**src/rtl/sort3_serializer.sv**
```systemverilog
// Accepts a signed triple, stable-sorts it into three slots, and emits the
// values one per handshake in descending or ascending order.
module sort3_serializer #(
    parameter int W          = 14,
    parameter bit DESCENDING = 1'b1
) (
    input  logic                clk,
    input  logic                i_rst_n,
    input  logic signed [W-1:0] i_a,
    input  logic signed [W-1:0] i_b,
    input  logic signed [W-1:0] i_c,
    input  logic                i_valid,
    output logic                o_ready,
    output logic signed [W-1:0] o_data,
    output logic                o_valid,
    input  logic                i_ready,
    output logic [1:0]          o_idx,
    output logic                o_last
);

    typedef enum logic [1:0] {IDLE, EMIT0, EMIT1, EMIT2} state_t;

    state_t              r_state, w_next;
    logic signed [W-1:0] r_slot [3];
    logic signed [W-1:0] w_srt  [3];
    logic [1:0]          w_pa, w_pb, w_pc;
    logic                w_in_xfer, w_out_xfer;

    // Descending rank; ties resolve earlier input first (A, B, C).
    assign w_pa = {1'b0, (i_b >  i_a)} + {1'b0, (i_c >  i_a)};
    assign w_pb = {1'b0, (i_a >= i_b)} + {1'b0, (i_c >  i_b)};
    assign w_pc = {1'b0, (i_a >= i_c)} + {1'b0, (i_b >= i_c)};

    always_comb begin
        for (int k = 0; k < 3; k++) begin
            w_srt[k] = '0;
            if (w_pa == 2'(k)) w_srt[k] = i_a;
            if (w_pb == 2'(k)) w_srt[k] = i_b;
            if (w_pc == 2'(k)) w_srt[k] = i_c;
        end
    end

    assign w_in_xfer  = i_valid && o_ready;
    assign w_out_xfer = o_valid && i_ready;

    always_ff @(posedge clk) begin
        if (!i_rst_n) begin
            r_state <= IDLE;
            for (int k = 0; k < 3; k++) r_slot[k] <= '0;
        end else begin
            r_state <= w_next;
            if (w_in_xfer)
                for (int k = 0; k < 3; k++) r_slot[k] <= w_srt[k];
        end
    end

    always_comb begin
        w_next = r_state;
        case (r_state)
            IDLE:  if (w_in_xfer)  w_next = EMIT0;
            EMIT0: if (w_out_xfer) w_next = EMIT1;
            EMIT1: if (w_out_xfer) w_next = EMIT2;
            EMIT2: if (w_out_xfer) w_next = w_in_xfer ? EMIT0 : IDLE;
            default:               w_next = IDLE;
        endcase
    end

    // Slots hold descending order; ascending mode just reads them backwards.
    always_comb begin
        o_ready = 1'b0;
        o_valid = 1'b0;
        o_idx   = 2'd0;
        o_last  = 1'b0;
        o_data  = '0;
        case (r_state)
            IDLE:  o_ready = 1'b1;
            EMIT0: begin
                o_valid = 1'b1;
                o_data  = DESCENDING ? r_slot[0] : r_slot[2];
            end
            EMIT1: begin
                o_valid = 1'b1;
                o_idx   = 2'd1;
                o_data  = r_slot[1];
            end
            EMIT2: begin
                o_ready = i_ready;
                o_valid = 1'b1;
                o_idx   = 2'd2;
                o_last  = 1'b1;
                o_data  = DESCENDING ? r_slot[2] : r_slot[0];
            end
            default: ;
        endcase
    end

endmodule

```
**config.mk**
```make
export PLATFORM = sky130hd
export DESIGN_NAME = sort3_serializer
export DESIGN_NICKNAME = d
export VERILOG_FILES = /design/src/rtl/sort3_serializer.sv
export SDC_FILE = /design/constraint.sdc
export NUM_CORES = 1
export LEC_CHECK = 0
export BUFFER_PORTS_ARGS = -buffer_cell sky130_fd_sc_hd__buf_2
export CORE_MARGIN = 10
export CORE_UTILIZATION = 55
export CTS_BUF_LIST = sky130_fd_sc_hd__clkbuf_8
export DETAILED_ROUTE_END_ITERATION = 7
export PLACE_DENSITY = 0.78
export SLEW_MARGIN = 20
export SYNTH_ARGS = -nofsm -noshare
export SYNTH_HDL_FRONTEND = slang
export SYNTH_SLANG_ARGS = --single-unit
```
**constraint.sdc**
```tcl
create_clock -name clk -period 4.4 [get_ports clk]
set_input_delay 0.66 -clock clk [delete_from_list [all_inputs] [get_ports clk]]
set_output_delay 0.66 -clock clk [all_outputs]
set_load 0.05 [all_outputs]
```
==> out/metrics.csv <==
stage,metric,value,unit
setup_path,endpoint_kind,register,
floorplan,die-area,11200,um^2
floorplan,core,7210,um^2
floorplan,num_rows,31,
pwr,irDropWorstVdd,0.204,mV
clock_network,max-clock-path-buffers,2,
setup_path,r2r_start,r_state[1],
global_route,grt_pass1_wl,17800,um
hold_path,hp-start,r_state[0],
logic_synthesis,syn-cell-area,4060,um^2
global_route,grt_util_all_layers,18.9,%
floorplan,die_width,106,um
setup_path,crit_required,4.51,ns
drt,wl_per_cell,19.3,um
logic_synthesis,seq_area_frac_synth,32.1,%
run,maxCapViolCount,0,
finish,diodes,0,
logic_synthesis,synth_top_cells_by_count,"ha_1, nand2_1, edfxtp_1",
global_route,first_global_vias,3546,
sta,timing.slew.headroom,28.7,%
finish,multiInputGateArea,2440,um^2
place,port_buffers,64,
logic_synthesis,synth_most_common_cell,ha_1,
finish,fin_util,62.1,%
clock_network,clockRootBuffer,clkbuf_8,
pwr,p_leak,1.98,nW
global_route,grt.overflow.total,0,
logic_synthesis,yosys_warnings,0,
setup_path,rr_worst_depth,7,
setup_path,r2r-end,r_slot[0][26],
place,place_hpwl,8330,um
clock_network,cts_tree,yes,
drt,vias,3758,
sta,min_period,3.76,ns
sta,setup_viol,0,
finish,syn_to_final_growth,10.3,%
drt,drt_iter0_markers,553,
floorplan,io_pins,65,
setup_path,cp-start-kind,input pin,
finish,num-fill-cells,662,
clock_network,clock-sinks,44,
sta,skew,0.00402,ns
global_route,antenna_found_initial,1,
drt,routed_wl,11100,um
clock_network,cts_resized,0,
hold_path,holdPathEnd,r_state[0],
floorplan,die_h,106,um
logic_synthesis,synth_edf_count,42,
logic_synthesis,synth.area.top_cells,"edfxtp_1, ha_1, a221oi_1, nand2_1, a21o_1",
hold_path,holdPathStages,2,
clock_network,insertion_delay,0.29,ns
setup_path,critical_path.max_fanout,15,
drt,routed_via_density,6.54,
logic_synthesis,synth_top_area_share,31.1,%
floorplan,start_util,56.3,%
setup_path,crit_arrival,3.87,ns
sta,rsz0062_at_grt,false,
logic_synthesis,async_flop_share,0,%
sta,drv_slew,0,
setup_path,critPathKind,in -> reg,
hold_path,min_path_type,reg -> reg,
finish,drive_above_1_share,20.6,%
clock_network,postCtsSetupBuffers,0,
pwr,power_density,437,nW/um^2
logic_synthesis,syn_area_per_cell,9.37,um^2
sta,tightest_slew,1.07,ns
sta,hold_viol_final,0,
logic_synthesis,syn-num-nets,529,
clock_network,postCtsHoldBufs,0,
clock_network,clk_pin_slew,0.08,ns
logic_synthesis,netlist_instances,433,
status,status,"complete, no violations",
drt,ant_nets,0,
global_route,grt_max_degree,43,
sta,tns,0,ns
finish,seqCellArea,1300,um^2
finish,fin_nets,571,
drt,first_pass_iters,6,
drt,drcViolationCount,0,
clock_network,cts_made_buffers,5,
clock_network,cts_max_level,2,
sta,clock.fmax,0.266,GHz
place,routabilityCongestion,0.875,
logic_synthesis,yosysTopAreaCell,edfxtp_1,
logic_synthesis,ys.flop_type,edfxtp_1,
sta,fin_crit_sh,85.4,%
logic_synthesis,synth-seq-cells,44,
logic_synthesis,yosysUniqueCellTypes,46,
setup_path,r2r_slack,1.46,ns
==> worst max-delay path by stage <==
stage	start	end	slack [ns]	cells past startpoint
2_1_floorplan	r_state[1]	r_slot[0][0]	0.92	6
3_3_place_gp	i_c[3]	r_slot[0][12]	0.56	13
3_5_place_dp	i_c[3]	r_slot[0][12]	0.40	13
4_1_cts	i_c[3]	r_slot[0][9]	0.66	13
5_1_grt	i_c[3]	r_slot[0][12]	0.42	13
6_report	i_c[3]	r_slot[0][9]	0.64	13
==> flip-flops by register name, indices dropped and copies added (netlist names) <==
register / flops
r_slot: 42
r_state: 2
==> kinds of logic after synthesis <==
family	Yosys count	synth area share, %
AOI/OAI and AO/OA	142	28.7
adders and majority gates	50	15.4
buffers and inverters	74	7.95
DFF	44	32.1
muxes	1	0.247
and+or+nand+nor	121	15.2
xor gates and xnor gates	1	0.401
==> cell usage in the layout (no fill, tap or decap), types with 5 or more instances in the layout <==
cell type and n:
a211oi_1 14, a21o_1 21, a21oi_1 26, a221oi_1 20
a221oi_2 10, a222oi_1 14, buf_2 64, buf_4 5
clkbuf_8 5, edfxtp_1 42, ha_1 49, inv_1 41
nand2_1 44, nand3_1 15, nand4_1 6, nand4b_1 14
nor2_1 24, o22ai_1 17
==> critical path, cell delays in order <==
cell and delay (ns):
buf_2 0.10, inv_1 0.12, ha_1 0.26, a21o_1 0.16, a21o_1 0.17, a221oi_1 0.32
o21ai_0 0.20, nor2b_1 0.18, o21ba_2 0.20, ha_1 0.42, a221oi_4 0.63, a221oi_1 0.19
a211oi_1 0.25
==> per-layer routing <==
metal  vias up  routed length (um)  global-route usage [%]
li1       1760                   -                       -
met5         -                  13                       0
met2       209                5120                    29.6
met1      1771                4950                    26.2
met4         2                 155                    5.42
met3        16                 873                    3.32
==> report_power, final <==
| group | switching [mW] | internal (mW) | leakage, nW |
|---|---|---|---|
| clock | 0.135 | 0.166 | 0.0593 |
| sequential | 0.0480 | 0.638 | 0.467 |
| combinational | 0.666 | 0.301 | 1.46 |
==> stage by stage <==
| stage | hold slack [ns] | power (mW) | instances | setup slack, ns | cell area, um^2 |
|---|---|---|---|---|---|
| floorplan | 0.529 | 1.43 | 433 | 0.923 | 4060 |
| global route | 0.633 | 2.07 | 575 | 0.420 | 4480 |
| global placement | 0.554 | 1.61 | 567 | 0.563 | 4370 |
| finish | 0.594 | 1.96 | 575 | 0.641 | 4480 |
| CTS | 0.598 | 1.95 | 575 | 0.661 | 4480 |
| detailed placement | 0.584 | 1.65 | 567 | 0.400 | 4370 |
==> final cells by class <==
| class | count | share of cell area, % |
|---|---|---|
| clock buffers | 5 | 1.54 |
| flip-flops and latches | 44 | 29.1 |
| inverters | 40 | 3.35 |
| multi-input cells | 315 | 54.4 |
| clock inverters | 3 | 0.866 |
| repair buffers | 69 | 7.99 |
| well taps | 99 | 2.77 |
(Power assumes the default switching activity.)
